**src/rtl/spi_reg_bus_master_if.sv**
```systemverilog
`timescale 1ns/1ps
// SPI pins and internal register bus seen by spi_reg_bus_master.
// The master modport is the block's view; slave is the pins/register-block side.
interface spi_reg_bus_master_if;
  logic        spiSclk;
  logic        spiSsN;
  logic        spiMosi;
  logic        spiMiso;
  logic        spiMisoOe;
  logic        cs;
  logic        wr0;
  logic        wr1;
  logic        wr2;
  logic        wr3;
  logic [12:0] addr;
  logic [31:0] busDataOut;
  logic [31:0] busDataIn;
  logic        busy;
  logic        frameErr;

  modport master (
    input  spiSclk, spiSsN, spiMosi, busDataIn,
    output spiMiso, spiMisoOe, cs, wr0, wr1, wr2, wr3, addr, busDataOut, busy, frameErr
  );

  modport slave (
    output spiSclk, spiSsN, spiMosi, busDataIn,
    input  spiMiso, spiMisoOe, cs, wr0, wr1, wr2, wr3, addr, busDataOut, busy, frameErr
  );
endinterface

```
**src/rtl/spi_reg_bus_master.sv**
```systemverilog
`timescale 1ns/1ps
// SPI mode-0 slave that turns framed host commands into byte-strobed register
// writes or captured register reads on the internal demod register bus.
module spi_reg_bus_master #(
  parameter int SYNC_STAGES = 2,
  parameter int RD_SETTLE   = 2
) (
  input  logic                 busClk,
  input  logic                 nReset,
  spi_reg_bus_master_if.master bus
);

  localparam int STARTUP = SYNC_STAGES + 1;
  localparam int SUW     = $clog2(STARTUP + 1);
  localparam int STW     = $clog2(RD_SETTLE + 1);
  localparam logic [SUW-1:0] STARTUP_END = SUW'(STARTUP);
  localparam logic [STW-1:0] SETTLE_LAST = STW'(RD_SETTLE - 1);

  typedef enum logic [2:0] {
    IDLE      = 3'd0,
    HEADER    = 3'd1,
    WR_DATA   = 3'd2,
    RD_ACCESS = 3'd3,
    RD_DATA   = 3'd4,
    DONE      = 3'd5
  } state_t;

  logic [SYNC_STAGES-1:0] sclkSync_r;
  logic [SYNC_STAGES-1:0] ssSync_r;
  logic [SYNC_STAGES-1:0] mosiSync_r;
  logic                   sclkPrev_r;
  logic                   ssPrev_r;
  logic [SUW-1:0]         startCnt_r;

  state_t         state_r;
  state_t         nextState_s;
  logic [5:0]     bitCnt_r;
  logic [5:0]     bitCnt_s;
  logic [31:0]    shift_r;
  logic [31:0]    shift_s;
  logic [STW-1:0] settle_r;
  logic [STW-1:0] settle_s;

  logic        cs_r;
  logic        cs_s;
  logic [3:0]  wr_r;
  logic [3:0]  wr_s;
  logic [12:0] addr_r;
  logic [12:0] addr_s;
  logic [31:0] dataOut_r;
  logic [31:0] dataOut_s;
  logic        miso_r;
  logic        miso_s;
  logic        misoOe_r;
  logic        misoOe_s;
  logic        busy_r;
  logic        busy_s;
  logic        frameErr_r;
  logic        frameErr_s;

  logic sclk_s;
  logic ss_s;
  logic mosi_s;
  logic sample_s;
  logic shiftEv_s;
  logic ssFall_s;
  logic ssRise_s;
  logic startup_s;

  assign sclk_s    = sclkSync_r[SYNC_STAGES-1];
  assign ss_s      = ssSync_r[SYNC_STAGES-1];
  assign mosi_s    = mosiSync_r[SYNC_STAGES-1];
  assign sample_s  = sclk_s & ~sclkPrev_r;
  assign shiftEv_s = ~sclk_s & sclkPrev_r;
  assign ssFall_s  = ~ss_s & ssPrev_r;
  assign ssRise_s  = ss_s & ~ssPrev_r;
  // Until the select synchronizer has flushed its reset value, a low select
  // means the frame started before reset was released and must be skipped.
  assign startup_s = (startCnt_r != STARTUP_END);

  // Synchronize the SPI pins and keep previous values for edge detection.
  always_ff @(posedge busClk or negedge nReset) begin
    if (!nReset) begin
      sclkSync_r <= {SYNC_STAGES{1'b0}};
      ssSync_r   <= {SYNC_STAGES{1'b1}};
      mosiSync_r <= {SYNC_STAGES{1'b0}};
      sclkPrev_r <= 1'b0;
      ssPrev_r   <= 1'b1;
    end else begin
      sclkSync_r <= {sclkSync_r[SYNC_STAGES-2:0], bus.spiSclk};
      ssSync_r   <= {ssSync_r[SYNC_STAGES-2:0], bus.spiSsN};
      mosiSync_r <= {mosiSync_r[SYNC_STAGES-2:0], bus.spiMosi};
      sclkPrev_r <= sclk_s;
      ssPrev_r   <= ss_s;
    end
  end

  // Post-reset window counter covering the synchronizer flush.
  always_ff @(posedge busClk or negedge nReset) begin
    if (!nReset) begin
      startCnt_r <= {SUW{1'b0}};
    end else if (startup_s) begin
      startCnt_r <= startCnt_r + SUW'(1);
    end else begin
      startCnt_r <= startCnt_r;
    end
  end

  // Next-state, datapath and registered-output decode.
  always_comb begin
    nextState_s = state_r;
    bitCnt_s    = bitCnt_r;
    shift_s     = shift_r;
    settle_s    = settle_r;
    cs_s        = 1'b0;
    wr_s        = 4'b0000;
    addr_s      = addr_r;
    dataOut_s   = dataOut_r;
    miso_s      = miso_r;
    misoOe_s    = ~ss_s;
    busy_s      = busy_r;
    frameErr_s  = 1'b0;

    case (state_r)
      IDLE: begin
        miso_s = 1'b0;
        if (startup_s) begin
          if (!ss_s) begin
            nextState_s = DONE;
          end else begin
            nextState_s = IDLE;
          end
        end else if (ssFall_s) begin
          nextState_s = HEADER;
          bitCnt_s    = 6'd0;
          shift_s     = 32'd0;
          busy_s      = 1'b1;
        end else begin
          nextState_s = IDLE;
        end
      end

      HEADER: begin
        if (sample_s) begin
          shift_s  = {shift_r[30:0], mosi_s};
          bitCnt_s = bitCnt_r + 6'd1;
          if (bitCnt_r == 6'd15) begin
            addr_s   = {shift_r[11:0], mosi_s};
            bitCnt_s = 6'd0;
            if (shift_r[14]) begin
              nextState_s = RD_ACCESS;
              cs_s        = 1'b1;
              settle_s    = {STW{1'b0}};
            end else begin
              nextState_s = WR_DATA;
            end
          end else begin
            nextState_s = HEADER;
          end
        end else begin
          nextState_s = HEADER;
        end
      end

      WR_DATA: begin
        if (sample_s) begin
          shift_s  = {shift_r[30:0], mosi_s};
          bitCnt_s = bitCnt_r + 6'd1;
          if (bitCnt_r[2:0] == 3'b111) begin
            cs_s = 1'b1;
            // First data byte on the wire is the most significant lane.
            case (bitCnt_r[4:3])
              2'd0: begin
                wr_s             = 4'b1000;
                dataOut_s[31:24] = {shift_r[6:0], mosi_s};
              end
              2'd1: begin
                wr_s             = 4'b0100;
                dataOut_s[23:16] = {shift_r[6:0], mosi_s};
              end
              2'd2: begin
                wr_s            = 4'b0010;
                dataOut_s[15:8] = {shift_r[6:0], mosi_s};
              end
              2'd3: begin
                wr_s           = 4'b0001;
                dataOut_s[7:0] = {shift_r[6:0], mosi_s};
              end
              default: begin
                wr_s = 4'b0000;
              end
            endcase
            if (bitCnt_r[4:3] == 2'd3) begin
              nextState_s = DONE;
            end else begin
              nextState_s = WR_DATA;
            end
          end else begin
            nextState_s = WR_DATA;
          end
        end else begin
          nextState_s = WR_DATA;
        end
      end

      RD_ACCESS: begin
        if (settle_r == SETTLE_LAST) begin
          cs_s        = 1'b0;
          shift_s     = bus.busDataIn;
          miso_s      = bus.busDataIn[31];
          bitCnt_s    = 6'd0;
          nextState_s = RD_DATA;
        end else begin
          cs_s     = 1'b1;
          settle_s = settle_r + STW'(1);
        end
      end

      RD_DATA: begin
        if (sample_s) begin
          bitCnt_s = bitCnt_r + 6'd1;
          if (bitCnt_r == 6'd31) begin
            nextState_s = DONE;
            miso_s      = 1'b0;
          end else begin
            nextState_s = RD_DATA;
          end
        end else if (shiftEv_s && (bitCnt_r != 6'd0)) begin
          // Bit 31 was presented at capture; advance only once the host has sampled it.
          shift_s = {shift_r[30:0], 1'b0};
          miso_s  = shift_r[30];
        end else begin
          nextState_s = RD_DATA;
        end
      end

      DONE: begin
        miso_s = 1'b0;
      end

      default: begin
        nextState_s = IDLE;
        miso_s      = 1'b0;
      end
    endcase

    // A deselect ends any frame; a byte completed in the same cycle still strobes.
    if (ssRise_s && (state_r != IDLE)) begin
      nextState_s = IDLE;
      busy_s      = 1'b0;
      miso_s      = 1'b0;
      cs_s        = |wr_s;
      frameErr_s  = (state_r == HEADER) && !(sample_s && (bitCnt_r == 6'd15));
    end else begin
      frameErr_s = 1'b0;
    end
  end

  // State, datapath and output registers.
  always_ff @(posedge busClk or negedge nReset) begin
    if (!nReset) begin
      state_r    <= IDLE;
      bitCnt_r   <= 6'd0;
      shift_r    <= 32'd0;
      settle_r   <= {STW{1'b0}};
      cs_r       <= 1'b0;
      wr_r       <= 4'b0000;
      addr_r     <= 13'd0;
      dataOut_r  <= 32'd0;
      miso_r     <= 1'b0;
      misoOe_r   <= 1'b0;
      busy_r     <= 1'b0;
      frameErr_r <= 1'b0;
    end else begin
      state_r    <= nextState_s;
      bitCnt_r   <= bitCnt_s;
      shift_r    <= shift_s;
      settle_r   <= settle_s;
      cs_r       <= cs_s;
      wr_r       <= wr_s;
      addr_r     <= addr_s;
      dataOut_r  <= dataOut_s;
      miso_r     <= miso_s;
      misoOe_r   <= misoOe_s;
      busy_r     <= busy_s;
      frameErr_r <= frameErr_s;
    end
  end

  assign bus.cs         = cs_r;
  assign bus.wr0        = wr_r[0];
  assign bus.wr1        = wr_r[1];
  assign bus.wr2        = wr_r[2];
  assign bus.wr3        = wr_r[3];
  assign bus.addr       = addr_r;
  assign bus.busDataOut = dataOut_r;
  assign bus.spiMiso    = miso_r;
  assign bus.spiMisoOe  = misoOe_r;
  assign bus.busy       = busy_r;
  assign bus.frameErr   = frameErr_r;

endmodule

```
**src/flat_wrapper.sv**
```systemverilog
// flat-port wrapper written by rule: the top's interface ports become plain ports
module spi_reg_bus_master_flat 
#(
  parameter int SYNC_STAGES = 2,
  parameter int RD_SETTLE   = 2
)
  (busClk, nReset, bus_spiSclk, bus_spiSsN, bus_spiMosi, bus_busDataIn, bus_spiMiso, bus_spiMisoOe, bus_cs, bus_wr0, bus_wr1, bus_wr2, bus_wr3, bus_addr, bus_busDataOut, bus_busy, bus_frameErr);
  spi_reg_bus_master_if bus_i ();
  input  logic busClk;
  input  logic nReset;
  input wire logic [$bits(bus_i.spiSclk)-1:0] bus_spiSclk;
  input wire logic [$bits(bus_i.spiSsN)-1:0] bus_spiSsN;
  input wire logic [$bits(bus_i.spiMosi)-1:0] bus_spiMosi;
  input wire logic [$bits(bus_i.busDataIn)-1:0] bus_busDataIn;
  output wire logic [$bits(bus_i.spiMiso)-1:0] bus_spiMiso;
  output wire logic [$bits(bus_i.spiMisoOe)-1:0] bus_spiMisoOe;
  output wire logic [$bits(bus_i.cs)-1:0] bus_cs;
  output wire logic [$bits(bus_i.wr0)-1:0] bus_wr0;
  output wire logic [$bits(bus_i.wr1)-1:0] bus_wr1;
  output wire logic [$bits(bus_i.wr2)-1:0] bus_wr2;
  output wire logic [$bits(bus_i.wr3)-1:0] bus_wr3;
  output wire logic [$bits(bus_i.addr)-1:0] bus_addr;
  output wire logic [$bits(bus_i.busDataOut)-1:0] bus_busDataOut;
  output wire logic [$bits(bus_i.busy)-1:0] bus_busy;
  output wire logic [$bits(bus_i.frameErr)-1:0] bus_frameErr;
  assign bus_i.spiSclk = bus_spiSclk;
  assign bus_i.spiSsN = bus_spiSsN;
  assign bus_i.spiMosi = bus_spiMosi;
  assign bus_i.busDataIn = bus_busDataIn;
  assign bus_spiMiso = bus_i.spiMiso;
  assign bus_spiMisoOe = bus_i.spiMisoOe;
  assign bus_cs = bus_i.cs;
  assign bus_wr0 = bus_i.wr0;
  assign bus_wr1 = bus_i.wr1;
  assign bus_wr2 = bus_i.wr2;
  assign bus_wr3 = bus_i.wr3;
  assign bus_addr = bus_i.addr;
  assign bus_busDataOut = bus_i.busDataOut;
  assign bus_busy = bus_i.busy;
  assign bus_frameErr = bus_i.frameErr;
  spi_reg_bus_master #(.SYNC_STAGES(SYNC_STAGES), .RD_SETTLE(RD_SETTLE)) u_core (.busClk(busClk), .nReset(nReset), .bus(bus_i));
endmodule
```
**config.mk**
```make
export PLATFORM = sky130hd
export DESIGN_NAME = spi_reg_bus_master_flat
export DESIGN_NICKNAME = d
export VERILOG_FILES = /design/src/rtl/spi_reg_bus_master_if.sv /design/src/rtl/spi_reg_bus_master.sv /design/src/flat_wrapper.sv
export SDC_FILE = /design/constraint.sdc
export NUM_CORES = 1
export LEC_CHECK = 0
export CAP_MARGIN = 20
export CORE_ASPECT_RATIO = 1.2
export CORE_MARGIN = 1
export CORE_UTILIZATION = 52
export DETAILED_ROUTE_END_ITERATION = 16
export GPL_TIMING_DRIVEN = 0
export PLACE_DENSITY = 0.9
export REMOVE_ABC_BUFFERS = 1
export SKIP_LAST_GASP = 1
export SLEW_MARGIN = 15
export SYNTH_ARGS = -nofsm -noshare
export SYNTH_HDL_FRONTEND = slang
export SYNTH_SLANG_ARGS = --single-unit
```
**constraint.sdc**
```tcl
create_clock -name busClk -period 2.5 [get_ports busClk]
set_clock_uncertainty 0.2 [all_clocks]
set_input_delay 0.5 -clock busClk [delete_from_list [all_inputs] [get_ports busClk]]
set_output_delay 0.5 -clock busClk [all_outputs]
set_load 0.02 [all_outputs]
```
# After elaboration in Yosys (flattened, before gate mapping)
# Index checks and enable logic that the tools add are counted.
# W data, S select, Z words.
dict set report classes {
  bitwise 8
  addsub 3
  eq_ne 31
  muxes 57
  n_reduce_logical 28
}
# operator n
set ops {}
lappend ops {{$mux W31} 6}
lappend ops {{$pmux W31 S4} 1}
lappend ops {{$mux W6} 6}
lappend ops {{$mux W3} 9}
lappend ops {{$pmux W6 S4} 1}
lappend ops {{$mux W1} 20}
lappend ops {{$ne A2 B1 Y1 const B} 10}
lappend ops {{$reduce_and A4 Y1} 5}
lappend ops {{$pmux W3 S6} 1}
lappend ops {{$pmux W4 S4} 1}
lappend ops {{$mux W2} 6}
lappend ops {{$mux W4} 3}
lappend ops {{$ne A2 B2 Y1 const B} 5}
lappend ops {{$eq A3 B3 Y1 const B} 3}
lappend ops {{$reduce_and A3 Y1} 3}
lappend ops {{$reduce_bool A4 Y1} 2}
lappend ops {{$reduce_and A7 Y1} 1}
lappend ops {{$add A6 B1 Y6 const B} 1}
lappend ops {{$eq A3 B2 Y1 const B} 2}
lappend ops {{$eq A6 B4 Y1 const B} 1}
lappend ops {{$eq A6 B5 Y1 const B} 1}
lappend ops {{$pmux W1 S3} 2}
lappend ops {{$reduce_and A6 Y1} 1}
lappend ops {{$reduce_bool A2 Y1} 3}
lappend ops {{20 further kinds} 33}
dict set report totals {
  regBits 106
}

# Longest topological paths before layout
dict set report logic_depth {
  depth_word 7
  ltp_mapped 8
  ltp_nobuf 7
}

# Worst setup path after synthesis
# OpenSTA, ideal clock, no wires.
dict set report synth_timing {
  kind {register to register}
  from {reg u_core.state_r[0]}
  to {reg u_core.dataOut_r[24], in the netlist u_core.bus.busDataOut[24]}
  period_less_slack_ns 2.004
  slack_ns 0.496
  n_path_buf 2
  t_arrival_ns 1.679
  setup_time_ns 0.125
  path_stages_with_launch 7
  path_cell_list {dfrtp_1 buf_6 nor3b_4 nand3_4 or3_1 buf_6 mux2_4}
}
dict set report synth_between {
  elab_chain_cells 2
}
# item line
set synth_lines {}
lappend synth_lines {{start: declaration} spi_reg_bus_master.sv:35} ;# state_t state_r;
lappend synth_lines {{start signal: assignment} spi_reg_bus_master.sv:275} ;# state_r <= nextState_s;
lappend synth_lines {{$eq A3 B2 Y1} spi_reg_bus_master.sv:124} ;# case (state_r)
lappend synth_lines {{$reduce_and A4 Y1 (no source line)} -}
lappend synth_lines {{end signal: assignment} spi_reg_bus_master.sv:282} ;# dataOut_r <= dataOut_s;
lappend synth_lines {{end: declaration} spi_reg_bus_master.sv:50} ;# logic [31:0] dataOut_r;
# No other way between the ends.
# A chain may end at the register's enable or synchronous reset.

# Final worst setup path
dict set report layout_timing {
  from {reg u_core.state_r[0]}
  to {reg u_core.shift_r[14]}
}
dict set report layout_between {
  elab_chain_cells 4
  elab_cells_between_ends 15
}
# item line
set layout_lines {}
lappend layout_lines {{$eq A3 B2 Y1 or $eq A3 B1 Y1 (tied branches)} spi_reg_bus_master.sv:124}
lappend layout_lines {{$reduce_or A2 Y1 (no source line)} -}
lappend layout_lines {{$ne A2 B1 Y1 (no source line) or $reduce_bool A4 Y1 (tied branches)} -}
lappend layout_lines {{$reduce_and A7 Y1 (no source line)} -}
lappend layout_lines {{end signal: assignment} spi_reg_bus_master.sv:277} ;# shift_r <= shift_s;
lappend layout_lines {{end: declaration} spi_reg_bus_master.sv:39} ;# logic [31:0] shift_r;
# Parallel ways exist; a longest one is shown, timed or not.

==> results.md <==
- Synth Area in Adders: under 10%
- # setup viols final: 0
- Largest net degree at the start of global routing: 60
- Yosys top cell area share: between 50% and 60%
- WS Path Type: flip-flop to flip-flop
- Clock period minus worst slack: around 2.5 ns
- Outcome: completed
- Crit Path Max Fanout: 30
- IR drop worst, VDD: just under 400 uV
- IO buf count: 90
- Fin crit share: about 100%
- First-pass GRT wire length: around 17 mm
- Final-stage net count: around 530
- All-layer global routing usage: 24.8%
- Mapped Avg Cell Area: about 12 sq um
- Core area: 8660 sq um
- FILL cells: 658
- Simple-gate share of the synthesized area: between 10% and 20%
- First-pass DRT Iterations: 5
- Slew Limit Fails: 0
- Synth unique cells: 48
- Peak Freq: approximately 400 MHz
- Worst hold path type: flip-flop to flip-flop
- Starting Density: around 54%
- Design Power: between 0.004 and 0.005 W
- Worst EP arrival: ~2.6 ns
- ANT nets after route: 0
- Crit path launch type: flip-flop
- Final Core Density: just under 70%
- Slew HR: around half
- NetSw: roughly 0.0016 W
- Antenna violations before repair: 0
- Post-synthesis compound-gate area fraction: roughly 14%
- Post-synthesis mux area share: approximately an eighth
- Drt wl/cell: 17.6 um
- Synth top area cells: dfrtp_1, mux2_2, a22oi_1, nand2_1, o21ai_0
- Most frequent cells in the layout: dfrtp_1, clkdlybuf4s50_1, nand2_1
- Sequential fraction of the synthesis area: between 50% and 60%
- Post-Synth XOR/XNOR Area: 0.561%
- CP endpoint kind: flip-flop
- Power Density: just over 700 nW/um^2
- Synth async-reset ratio: 100%
- CTS tree: yes
- H-tree depth: 3
- Critical path required time: between 2 and 3 ns
- Diodes inserted: 0
- Longest Clk Path Bufs: 2
- Share of post-route cells with drive strength above 1: a little under a fifth
- Internal: around 0.0026 W
- Seq pwr share: a little under half
- Final Hold Vio Count: 0
- Area of the die: roughly 9400 sq um
- Leak pwr: approximately 2.6 nW
- Worst Max-Slew Pin Slew: 0.753 ns
- Vias: 3437
- Max cap viols: 0
- Cell Area, Synth: 4690 sq um
- Area grow syn2layout: 27.4%
- Width of the die: 88.7 um
- Num ports: between 90 and 100
- Placed cell count: ~600
- EDFF count, synth: 0
- Final instance area: approximately 6000 sq um
- DR iter-0 viols: ~220
- Final cell count without fillers: 609
- CTS buffer count: 9
- Total gr overflow: 0
- Avg Vias per Cell: approximately 5.6
- Main combinational cell family by area after synthesis: compound AO/OA/AOI/OAI gates
- Comb pwr share: 27.1%
- Commonest non-fill, non-tap cell in the layout: dfrtp_1
- Cell taking the most area after synthesis: dfrtp_1
- Post-DP HPWL: slightly above 7 mm
- # DRC: 0
- Register bit count reported by yosys: 106
- Switching share of total power: 37.4%
- Total Routed Length: about 11 mm
- GP Congestion: around 0.85
- Vias in the first global route: 3431
- Worst-Skew Late Latency: about 0.38 ns
- RSZ-0062 raised after global routing: yes
- Worst-path clk slew: roughly 0.10 ns
- CTS Root Cell: clkbuf_8
- Yosys warns: 0
- Synth Flop Type: dfrtp_1
- Rows: 37
- Area of the multi-input gates: ~1900 sq um
- FF/Latch Area: 2660 sq um
- Chip Height: roughly 110 um
- Clock power frac: around a quarter
- Gate count after technology mapping: roughly 400
- Sink Count: between 100 and 150
- Placement Cell Area: about 5700 sq um
## cell usage after synthesis, types with 4 or more instances
cell      count
dfrtp_1     103
a22oi_1      29
nand2b_1      7
nor2b_1       5
nor2_1       16
mux2_2       42
ha_1          5
o21ai_0      34
buf_2        13
a21oi_1       7
a21o_1        4
mux2_4        8
nand2_1      46
clkbuf_1      8
inv_1         8
nand3_1       7
o21ai_1       6
## repair_timing
action                                  4_1_cts  5_1_grt
buffers inserted                              0        2
cloned                                        1        0
endpoints found under the setup margin       64       31
pin swaps                                     1        1
hold endpoints to repair                     44        0
hold buffers                                  1        0
gates resized for setup                       8        2
## worst paths after layout
check	slack (ns)	endpoint	cells past startpoint	start
max in group asynchronous	1.05	u_core.state_r[0]	3	nReset
min reg2reg	0.16	u_core.sclkSync_r[1]	0	u_core.sclkSync_r[0]
min	0.16	u_core.sclkSync_r[1]	0	u_core.sclkSync_r[0]
max	0.006	u_core.shift_r[14]	6	u_core.state_r[0]
max reg2reg	0.006	u_core.shift_r[14]	6	u_core.state_r[0]
min in group asynchronous	0.41	u_core.shift_r[26]	2	nReset
## logic make-up after synthesis
kind of cell | after synthesis
multiplexers | 50
flip-flops | 106
AO/OA/AOI/OAI | 99
AND/OR/NAND/NOR | 107
adder cells (fa/ha/maj) | 6
XOR/XNOR | 3
buffers and inverters | 32
## state kept, by name (all words and copies together), names as in the netlist, 2 cells and up
name                   flops
u_core.ssSync_r            2
u_core.wr_r                4
u_core.state_r             3
u_core.bus.busDataOut     32
u_core.shift_r            31
u_core.settle_r            2
u_core.bus.addr           13
u_core.mosiSync_r          2
u_core.bitCnt_r            6
u_core.startCnt_r          2
u_core.sclkSync_r          2
## power by group through the flow
stage          clock network [W]  registers [W]  logic, W
2_1_floorplan                  0        0.00200  0.000595
3_3_place_gp                   0        0.00203  0.000919
3_5_place_dp                   0        0.00204   0.00103
4_1_cts                  0.00108        0.00201   0.00110
5_1_grt                  0.00114        0.00204   0.00126
6_report                 0.00106        0.00202   0.00115
## metrics by stage
| stage | worst slack (ns) | hold WS, ns | setup TNS [ns] |
|---|---|---|---|
| after floorplan | -0.314 | 0.00441 | -9.22 |
| after global placement | -3.05 | 0.134 | -361.11 |
| after detailed placement | -0.318 | 0.139 | -7.10 |
| after CTS | -0.0847 | 0.163 | -0.0847 |
| after global routing | -0.0842 | 0.165 | -0.0961 |
| final | 0.00636 | 0.161 | 0 |
## per-layer routing
layer	track usage, %	up-vias	part of all wire [%]
met1	33.1	1691	43
li1	-	1615	-
met4	11.3	0	2.4
met3	4.97	18	5.9
met5	0	-	0
met2	38.7	113	49
## layout make-up
type / instances / share of cell area [%]
Inverter: 8 / 0.503
Clock buffer: 9 / 2.07
Multi-Input combinational cell: 266 / 32.4
Sequential cell: 106 / 44.5
Clock inverter: 7 / 1.30
Tap cell: 117 / 2.45
Timing Repair Buffer: 96 / 16.7
## critical path: stages (launching register included)
cell,delay (ns)
dfrtp_2,0.64
nor3_1,0.23
a32oi_1,0.50
o2111ai_4,0.26
buf_16,0.24
a221oi_1,0.24
a21oi_1,0.07
Note: power is estimated with default switching activity, not from simulation.
